### config.mk
export PLATFORM = sky130hd
export DESIGN_NAME = cuadrador_16_32
export DESIGN_NICKNAME = d
export VERILOG_FILES = /design/src/rtl/cuadrador_pkg.sv /design/src/rtl/paso_cuadrador.sv /design/src/rtl/cuadrador_16_32.sv
export SDC_FILE = /design/constraint.sdc
export NUM_CORES = 1
export LEC_CHECK = 0
export ABC_AREA = 1
export CORE_MARGIN = 10
export CORE_UTILIZATION = 59
export DETAILED_ROUTE_END_ITERATION = 10
export PLACE_DENSITY = 0.81
export SETUP_SLACK_MARGIN = 0.4
export SLEW_MARGIN = 5
export SYNTH_ARGS = -nofsm -noshare
export SYNTH_HDL_FRONTEND = slang
export SYNTH_HIERARCHICAL = 1
export SYNTH_SLANG_ARGS = --single-unit
### constraint.sdc
create_clock -name CLK -period 2.56 [get_ports CLK]
set_input_delay 0.256 -clock CLK [delete_from_list [all_inputs] [get_ports CLK]]
set_output_delay 0.256 -clock CLK [all_outputs]
set_load 0.02 [all_outputs]
### src/rtl/cuadrador_pkg.sv
// Shared constants and state encoding for the cuadrador_16_32 radicand rebuilder.
// CUADRADOR_RADIX4_EN selects two multiplier bits per calc iteration.
package cuadrador_pkg;

    localparam int N_RAIZ  = 16;
    localparam int ITER_R2 = 16;
    localparam int ITER_R4 = 8;

`ifdef CUADRADOR_RADIX4_EN
    localparam int BITS_PASO = 2;
    localparam int ITER      = ITER_R4;
`else
    localparam int BITS_PASO = 1;
    localparam int ITER      = ITER_R2;
`endif

    // Sized for the slower radix-2 loop so both builds share one counter width.
    localparam int CONT_W = $clog2(ITER_R2);

    typedef enum logic [1:0] {
        idle,
        calc,
        suma,
        finali
    } estado_t;

endpackage

### src/rtl/paso_cuadrador.sv
// One combinational shift-add step of the MSB-first squaring loop.
// CUADRADOR_RADIX4_EN consumes two multiplier bits per step instead of one.
module paso_cuadrador
    import cuadrador_pkg::*;
#(
    parameter int N = N_RAIZ
) (
    input  logic [2*N-1:0]       acc_i,
    input  logic [N-1:0]         m_i,
    input  logic [BITS_PASO-1:0] bits_i,
    output logic [2*N-1:0]       acc_o
);

    logic [2*N-1:0] m_ext;
    assign m_ext = {{N{1'b0}}, m_i};

`ifdef CUADRADOR_RADIX4_EN
    logic [2*N-1:0] parcial;

    // NOTE: every always_comb output gets a default first so no latch is inferred.
    always_comb begin
        parcial = '0;
        case (bits_i)
            2'd1:    parcial = m_ext;
            2'd2:    parcial = m_ext << 1;
            2'd3:    parcial = m_ext + (m_ext << 1);
            default: parcial = '0;
        endcase
    end

    assign acc_o = (acc_i << 2) + parcial;
`else
    assign acc_o = (acc_i << 1) + (bits_i[0] ? m_ext : '0);
`endif

endmodule

### src/rtl/cuadrador_16_32.sv
// Sequential rebuild of a radicand Y = Q*Q + R with a START/FIN level handshake.
// Iteration radix follows CUADRADOR_RADIX4_EN (see cuadrador_pkg).
module cuadrador_16_32
    import cuadrador_pkg::*;
#(
    parameter int N = N_RAIZ
) (
    input  logic           CLK,
    input  logic           RESET,
    input  logic           START,
    input  logic [N-1:0]   Q,
    input  logic [N:0]     R,
    output logic           FIN,
    output logic [2*N-1:0] Y,
    output logic           OVF
);

    estado_t          estado_q;
    logic [CONT_W-1:0] cont_q;
    logic [2*N-1:0]   acc_q;
    logic [2*N-1:0]   acc_d;
    logic [N-1:0]     m_q;
    logic [N-1:0]     b_q;
    logic [N:0]       r_q;
    logic [2*N-1:0]   y_q;
    logic             ovf_q;

    paso_cuadrador #(.N(N)) u_paso (
        .acc_i  (acc_q),
        .m_i    (m_q),
        .bits_i (b_q[N-1 -: BITS_PASO]),
        .acc_o  (acc_d)
    );

    // NOTE: the operand registers are few flops, so they are reset too; an abort leaves nothing stale.
    always_ff @(posedge CLK or negedge RESET) begin
        if (!RESET) begin
            estado_q <= idle;
            cont_q   <= '0;
            acc_q    <= '0;
            m_q      <= '0;
            b_q      <= '0;
            r_q      <= '0;
            y_q      <= '0;
            ovf_q    <= 1'b0;
        end else begin
            // NOTE: sequential state uses non-blocking assignments only.
            case (estado_q)
                idle: begin
                    if (START) begin
                        m_q      <= Q;
                        b_q      <= Q;
                        r_q      <= R;
                        acc_q    <= '0;
                        cont_q   <= '0;
                        y_q      <= '0;
                        ovf_q    <= 1'b0;
                        estado_q <= calc;
                    end
                end
                calc: begin
                    acc_q  <= acc_d;
                    b_q    <= b_q << BITS_PASO;
                    cont_q <= cont_q + 1'b1;
                    if (cont_q == CONT_W'(ITER - 1)) begin
                        estado_q <= suma;
                    end
                end
                suma: begin
                    {ovf_q, y_q} <= {1'b0, acc_q} + {{N{1'b0}}, r_q};
                    estado_q     <= finali;
                end
                finali: begin
                    // Level handshake: a held START parks here until it drops.
                    if (!START) begin
                        estado_q <= idle;
                    end
                end
                default: estado_q <= idle;
            endcase
        end
    end

    assign FIN = (estado_q == finali);
    assign Y   = y_q;
    assign OVF = ovf_q;

endmodule

# After elaboration in Yosys (flattened, before gate mapping)
# Index checks and enable logic that the tools add are counted.
[totals] register_bits=120 in_bits=36 output_inout_bits=34 wordCells=39
[op_classes] add_sub_neg=3 n_eq_ne=7 muxes=14 n_reduce_logical=7
[op_table] op="32-bit case mux with 2 select lines" n=2
[op_table] op="32-bit by 17-bit adder with 33-bit output" n=1
[op_table] op="32-bit by 16-bit adder with 32-bit output" n=1
[op_table] op="16-bit two-way mux" n=2
[op_table] op="32-bit two-way mux" n=1
[op_table] op="16-bit case mux with 2 select lines" n=1
[op_table] op="2-bit case mux with 4 select lines" n=1
[op_table] op="4-bit case mux with 2 select lines" n=1
[op_table] op="2-bit two-way mux" n=3
[op_table] op="2-bit inequality test, second input constant" n=3
[op_table] op="2-bit AND reduction" n=3
[op_table] op="4-bit by 1-bit adder with 4-bit output, second input constant" n=1
[op_table] op="2-bit == test, second input constant" n=2
[op_table] op="4-bit == test, second input constant" n=1
[op_table] op="4-bit two-way mux" n=1
[op_table] op="2-bit nonzero test" n=2
[op_table] op="3-bit AND reduction" n=1
[op_table] op="2-bit by 1-bit == test with 1-bit output, second input constant" n=1
[op_table] op="2-bit logical NOT" n=1
[op_table] op="1-bit case mux with 2 select lines" n=1
[op_table] op="1-bit two-way mux" n=1

# Logic depth before layout (Yosys ltp)
# Gate-level depths: netlist of run 1.
[depth] ltp_word=3 depth_mapped=18 mapped_depth_nobuf=16

# Hierarchy
# Netlist of run 1, hierarchy kept.
[modules_own_cells] module="cuadrador_16_32" n_inst=1 cells_per_inst=917 area_per_inst_um2=6620.1 seq_area_each_um2=3002.9
[modules_own_cells] module="paso_cuadrador" n_inst=1 cells_per_inst=360 area_per_inst_um2=1744.2 seq_area_each_um2=0.0

# Worst setup path before layout of run 1
# No wires, ideal clock.
[synth_path] path_kind="reg2reg" from="register b_q[15]" to="register acc_q[17]" setup_ns=0.117 arrival_time_ns=2.026 required_time_ns=2.443 path_slack_ns=0.417 path_stages_with_launch=15 path_buffers=2 period_less_slack_ns=2.143 path_cell_list="dfrtp_1 -> clkbuf_1 -> clkbuf_1 -> nand2_1 -> inv_1 -> ha_1 -> nand2_2 -> inv_1 -> a21oi_1 -> nor2_1 -> nor2_1 -> nand2_2 -> xor2_1 -> nand3_1 -> nand2_1"
[synth_via] elab_chain_cells=3
[synth_lines] element="start, declared" line="cuadrador_16_32.sv:23" source="logic [N-1:0] b_q;"
[synth_lines] element="start signal, assigned" line="cuadrador_16_32.sv:63" source="b_q <= b_q << BITS_PASO;"
[synth_lines] element="16-bit two-way mux" line="paso_cuadrador.sv:33" source="assign acc_o = (acc_i << 1) + (bits_i[0] ? m_ext : '0);"
[synth_lines] element="32-bit by 16-bit adder with 32-bit output" line="paso_cuadrador.sv:33"
[synth_lines] element="via acc_d[17]" line="cuadrador_16_32.sv:21" source="logic [2*N-1:0] acc_d;"
[synth_lines] element="32-bit case mux with 2 select lines" line="cuadrador_16_32.sv:48" source="case (estado_q)"
[synth_lines] element="end signal, assigned" line="cuadrador_16_32.sv:40" source="acc_q <= '0;"
[synth_lines] element="end signal, assigned" line="cuadrador_16_32.sv:54" source="acc_q <= '0;"
[synth_lines] element="end signal, assigned" line="cuadrador_16_32.sv:62" source="acc_q <= acc_d;"
[synth_lines] element="end, declared" line="cuadrador_16_32.sv:20" source="logic [2*N-1:0] acc_q;"
# The timed path passes the listed nets, and every way through them passes these cells.
# A chain may end at the register's enable or synchronous reset.

# Worst setup path in the final report of run 1
[layout_path] from="register b_q[15]" to="register acc_q[24]"
# Same word-level chain as after synthesis.

==> flow_summary.json, run 1 <==
{
  "synth_cell_types": 37,
  "synth_edf_count": 0,
  "vias_per_cell": 5.409,
  "syn_area_sq_um": 8364,
  "io_buffers": 69,
  "dieArea_sq_um": 19340,
  "maxSlewViolCount": 0,
  "yosysMostFrequentCell": "nand2_1",
  "fin_skew_ns": 0.008964,
  "cts_root_buf": "clkbuf_16",
  "rsz0062_at_grt": "true",
  "io_pins": 70,
  "fmax_mhz": 464.4,
  "cp_data_required_time_ns": 2.87,
  "synth_common_cells": "536 x nand2_1, 180 x inv_1, 120 x dfrtp_1",
  "final_antenna_net_count": 0,
  "synthCells": 1277,
  "place.detailed.hpwl_mm": 17.62,
  "start_kind": "flop",
  "drt_iter0_markers": 741,
  "intPower_mw": 6.260,
  "pwr_density_cell_nw_per_um2": 1053,
  "yosys_warnings": 6,
  "placement.cell_area_sq_um": 9261,
  "overflow": 0,
  "numCtsBuffers": 17,
  "ys_seq_area_frac": 0.3590,
  "n_antenna_cell": 0,
  "status": "finished clean",
  "grt_pass1_wl_mm": 38.83,
  "final_cells": 1550,
  "ir_drop_uv": 820.1,
  "arrival_ns": 2.46,
  "seq_power_share": 0.291,
  "maxCapViolCount": 0,
  "finalSetupViolations": 0,
  "ys.flop_type": "dfrtp_1",
  "combPwrFrac": 0.468,
  "antenna_found_initial": 0,
  "p_switching_mw": 4.781,
  "synth_top_cells_by_area": "dfrtp_1 36%, nand2_1 24%, inv_1 8.1%",
  "power.share.clock": 0.240,
  "gp_congestion": 0.9930,
  "critical_path.max_fanout": 5,
  "yosys.area.top_type_share": 0.3590,
  "async_flop_share": 1.000,
  "critPathKind": "reg -> reg",
  "synth_nets": 1352,
  "clk_latency_ns": 0.43,
  "hp-class": "in -> reg",
  "yosysTopAreaCell": "dfrtp_1",
  "die_w_um": 139.1,
  "post-route-period-util": 0.8412,
  "cts.sinks": 120,
  "crit_path_end_kind": "flop",
  "cts_tree": "done",
  "core_sq_um": 13880,
  "place_inst": 1508,
  "fp-row-count": 43,
  "grt_pass1_vias": 7829,
  "wl_mm": 24.59,
  "initial_core_util": 0.6026,
  "grt_usage": 0.2428,
  "synth-seq-cells": 120,
  "sw_frac_of_total": 0.4330,
  "nNetsFinal": 1433,
  "setup_tns_ns": 0,
  "cts.clk_slew.worst_paths_ns": 0.06,
  "wl_per_cell_um": 15.86,
  "syn2layout_area_growth_pct": 25.34,
  "grt_max_degree": 48,
  "cts_max_path_buffers": 2,
  "drc": 0,
  "min_period_ns": 2.153,
  "final_cell_area_sq_um": 10480,
  "vias": 8384,
  "avgSynthCellArea_sq_um": 6.550,
  "htreeDepth": 4,
  "firstDrtPassIters": 8,
  "final_layout_size_suffix_gt1_frac": 0.1438,
  "slew_headroom": 0.6014,
  "cellLeakagePower_nw": 5.572,
  "tightestPinTransition_ns": 0.5978,
  "final_hold_viol_count": 0,
  "die_y_um": 139.1,
  "hold_ws_ns": 0.3575
}
layout make-up:
| type | count | area (sq um) |
|---|---|---|
| multi-input cells | 938 | 5000 |
| fillers | 1083 | 3397 |
| flip-flops and latches | 120 | 3007 |
| repair buffers | 93 | 903.4 |
| inverters | 188 | 705.7 |
| clock buffers | 20 | 446.7 |
| well taps | 180 | 225.2 |
| clock inverters | 11 | 196.4 |
power by group through the flow:
stage               clock, mW  combinational (mW)  sequential [mW]
floorplan                   0                3.13             3.11
global placement            0                4.44             3.15
detailed placement          0                4.54             3.17
CTS                      2.67                4.63             3.14
global route             2.75                5.77             3.30
finish                   2.65                5.17             3.22
per-stage QoR:
stage / setup slack, ns / util / power (mW)
after floorplan: 0.4171 / - / 6.244
after CTS: 0.4035 / 0.7170 / 10.44
after global routing: 0.2769 / 0.7553 / 11.82
after global placement: 0.3481 / 0.6672 / 7.596
final: 0.4066 / 0.7553 / 11.04
after detailed placement: 0.3200 / 0.6672 / 7.704
what timing repair did:
action / in CTS / in global routing
resized for setup: 7 / 113
buffers inserted: 2 / 8
pin swaps: 0 / 18
endpoints found under the setup margin: 14 / 42
hold endpoints to repair: 44 / 0
hold buffers: 1 / 0
layer usage:
metal,part of all wire,global-route usage,vias to the layer above
li1,-,-,4132
met1,0.42,0.3059,3891
met2,0.48,0.4004,305
met3,0.072,0.05548,56
met4,0.025,0.08347,0
met5,0,0,-
registers in the layout, summed over array words and instances (netlist names):
signal,cells
r_q,17
acc_q,32
cont_q,4
Y,32
OVF,1
b_q,16
m_q,16
estado_q,2
kinds of logic (layout without fill, tap and decap cells):
kind of cell | Yosys count | count (layout) | synth area share
AOI/OAI and AO/OA | 110 | 110 | 0.07569
xor gates and xnor gates | 16 | 16 | 0.01675
adders and majority gates | 39 | 39 | 0.06013
buffers and inverters | 219 | 312 | 0.09978
DFF | 120 | 120 | 0.3590
and+or+nand+nor | 773 | 773 | 0.3886
placed cells by master (no fill, tap or decap), types with 6 or more instances in the layout:
cell type        count
a21oi_1             21
a21oi_2              9
buf_4               20
clkbuf_16           17
clkdlybuf4s50_1     68
dfrtp_1            117
ha_1                13
ha_2                 8
ha_4                16
inv_1              176
inv_2               12
nand2_1            507
nand2_2             39
nand3_1            101
nand3_2              9
nor2_1              54
nor2_2              14
nor2_4               9
nor3_1               9
nor3_2               6
o211ai_1            13
o21ai_0             47
o21ai_1              8
xor2_1              16
final timing paths:
check / cells after the start / startpoint / end / slack [ns]
max in group asynchronous: 3 / RESET / acc_q[26]$_DFFE_PN0P_ / 1.48
worst min register to register: 2 / OVF$_DFFE_PN0P_ / OVF$_DFFE_PN0P_ / 0.47
worst max-delay path: 15 / b_q[15]$_DFFE_PN0P_ / acc_q[24]$_DFFE_PN0P_ / 0.41
worst max register to register: 15 / b_q[15]$_DFFE_PN0P_ / acc_q[24]$_DFFE_PN0P_ / 0.41
min in group asynchronous: 2 / RESET / Y[1]$_DFFE_PN0P_ / 0.38
worst min-delay path: 3 / R[4] / r_q[4]$_DFFE_PN0P_ / 0.36
worst max-delay path, cell delays in order (launching register included):
cell and delay (ns):
dfrtp_2 0.44, buf_4 0.15, nand2_1 0.05, inv_1 0.07, ha_1 0.31, nand2_2 0.09, a21oi_4 0.23, nand2_1 0.09
nand2_2 0.10, nand2_1 0.08, nand2_2 0.09, nand2_1 0.05, nand2_1 0.07, nand2_1 0.07, nand3_1 0.08, o21ai_0 0.08
(Power assumes the default switching activity.)
==> run 2: changes to the inputs <==
- clock period: 2.56 -> 2 ns (I/O delays scaled with it)
==> flow_summary.json, run 2 (same netlist as run 1, synthesis figures left out) <==
{
  "fp-row-count": 43,
  "cts_root_buf": "clkbuf_16",
  "crit_chain": "ha_4, nand2_1, nor2_1, and2_1, nand2_4, nand3_4, nand2_2, nand3_2, nand3_2, nand2_1",
  "maxCapViolCount": 0,
  "io_buffers": 69,
  "seq_power_share": 0.246,
  "dieArea_sq_um": 19340,
  "place.detailed.hpwl_mm": 18.66,
  "sw_frac_of_total": 0.4649,
  "vias": 9796,
  "clk_latency_ns": 0.44,
  "power.share.clock": 0.179,
  "combPwrFrac": 0.575,
  "cp_slowest_cell": "dfrtp_2",
  "r2r-end": "Y[28]$_DFFE_PN0P_",
  "wl_mm": 33.30,
  "slew_headroom": 0.6674,
  "grt_usage": 0.2734,
  "io_pins": 70,
  "start_kind": "flop",
  "wl_per_cell_um": 20.65,
  "r2r_cells": 10,
  "p_switching_mw": 8.199,
  "maxSlewViolCount": 0,
  "tightestPinTransition_ns": 0.4989,
  "r2r_start": "acc_q[4]$_DFFE_PN0P_",
  "violations": "setup timing",
  "mostFrequentLayoutCell": "nand2_1",
  "cp.depth": 10,
  "reg2reg_setup_slack_ns": -0.22,
  "ir_drop_uv": 972.8,
  "seqCellArea_sq_um": 3027,
  "numCtsBuffers": 17,
  "grt_pass1_wl_mm": 43.44,
  "final_layout_size_suffix_gt1_frac": 0.3226,
  "fin_skew_ns": 0.01621,
  "crit_family": "simple AND/OR/NAND/NOR gates",
  "cts_max_path_buffers": 2,
  "pwr_density_cell_nw_per_um2": 1439,
  "htreeDepth": 4,
  "setup_ws_ns": -0.2215,
  "n_antenna_cell": 0,
  "antenna_found_initial": 0,
  "post-route-period-util": 1.111,
  "vias_per_cell": 6.077,
  "nNetsFinal": 1495,
  "multi_input_area_sq_um": 6098,
  "intPower_mw": 9.436,
  "die_y_um": 139.1,
  "finalSetupViolations": 39,
  "fill_cells": 678,
  "cellLeakagePower_nw": 6.523,
  "initial_core_util": 0.6026,
  "overflow": 0,
  "grt_pass1_vias": 8760,
  "drc": 0,
  "die_w_um": 139.1,
  "final_cell_mix": "430 x nand2_1, 149 x inv_1, 101 x dfrtp_1",
  "status": "finished with violations",
  "syn2layout_area_growth_pct": 46.54,
  "worst-path-buf-inv": 0,
  "hp-class": "in -> async",
  "cts.clk_slew.worst_paths_ns": 0.06,
  "grt_max_degree": 44,
  "cp_data_required_time_ns": 2.37,
  "arrival_ns": 2.59,
  "final_antenna_net_count": 0,
  "final_hold_viol_count": 0,
  "crit_path_end_kind": "flop",
  "post-route-util": 0.8830,
  "core_sq_um": 13880,
  "cts_tree": "done",
  "fmax_mhz": 450.2,
  "place_inst": 1531,
  "cts.sinks": 120,
  "slowest_delay_ns": 0.46,
  "gp_congestion": 0.9967,
  "critPathKind": "reg -> reg",
  "rsz0062_at_grt": "true",
  "drt_iter0_markers": 1512,
  "firstDrtPassIters": 9,
  "final_cells": 1612,
  "critical_path.max_fanout": 4,
  "min_period_ns": 2.221
}
-- run 2: cell count changes in the layout (fill, tap and decap cells not counted), moves of 18 or more --
cell,previous run,this run
buf_4,20,53
buf_6,2,20
clkdlybuf4s50_1,68,35
dlymetal6s2s_1,0,19
ha_4,16,34
inv_1,176,149
inv_2,12,34
nand2_1,507,430
nand2_2,39,84
nand2_4,5,33
nand3_1,101,71
o21ai_0,47,26
-- run 2: metrics by stage --
stage	total power, mW	cell area (sq um)	setup WS, ns	setup TNS (ns)	hold slack (ns)
final	17.64	12260	-0.2215	-3.679	0.2259
after global routing	18.40	12260	-0.2828	-6.231	0.2629
after CTS	15.25	11250	-0.03874	-0.1149	0.2275
after detailed placement	10.94	9874	-0.09719	-0.5723	0.1322
after global placement	10.75	9874	-0.03406	-0.07319	0.1287
after floorplan	8.579	8760	0.002265	0	-0.09559
-- run 2: power groups by stage --
stage	Combinational, mW	Clock, mW	Sequential [mW]
6_report	10.1	3.16	4.34
3_5_place_dp	6.73	0	4.21
5_1_grt	10.8	3.24	4.39
3_3_place_gp	6.56	0	4.18
4_1_cts	7.91	3.11	4.22
2_1_floorplan	4.45	0	4.13
-- run 2: per-layer routing --
layer | up-vias | track usage | part of all wire
met1 | 4521 | 0.3231 | 0.36
met5 | - | 0 | 0
met4 | 0 | 0.1439 | 0.065
met3 | 227 | 0.06986 | 0.11
met2 | 790 | 0.4479 | 0.47
li1 | 4258 | - | -
-- run 2: what timing repair did --
item,in CTS,in global routing
buffers inserted,23,23
setup endpoints to repair,75,90
gates cloned,0,3
hold buffers,1,0
resized for setup,193,220
hold endpoints to repair,22,0
pin swaps,54,116
-- run 2: worst max path at each step --
stage | start | to
2_1_floorplan | b_q[15]$_DFFE_PN0P_ | acc_q[31]$_DFFE_PN0P_
3_3_place_gp | b_q[15]$_DFFE_PN0P_ | acc_q[31]$_DFFE_PN0P_
3_5_place_dp | b_q[15]$_DFFE_PN0P_ | acc_q[27]$_DFFE_PN0P_
4_1_cts | b_q[15]$_DFFE_PN0P_ | acc_q[27]$_DFFE_PN0P_
5_1_grt | b_q[15]$_DFFE_PN0P_ | acc_q[25]$_DFFE_PN0P_
6_report | acc_q[4]$_DFFE_PN0P_ | Y[28]$_DFFE_PN0P_
-- run 2: worst reg2reg max path, cell delays in order, from the launching register on --
cell and delay, ns:
dfrtp_2 0.46, ha_4 0.34, nand2_1 0.13, nor2_1 0.26, and2_1 0.39, nand2_4 0.15
nand3_4 0.13, nand2_2 0.07, nand3_2 0.08, nand3_2 0.08, nand2_1 0.07
-- run 2: area by class of cell --
cell class,count,share of cell area
clock buffers,19,0.03532
clock inverters,12,0.01245
inverters,188,0.05880
multi-input cells,938,0.4975
flip-flops and latches,120,0.2469
well taps,180,0.01837
repair buffers,155,0.1306
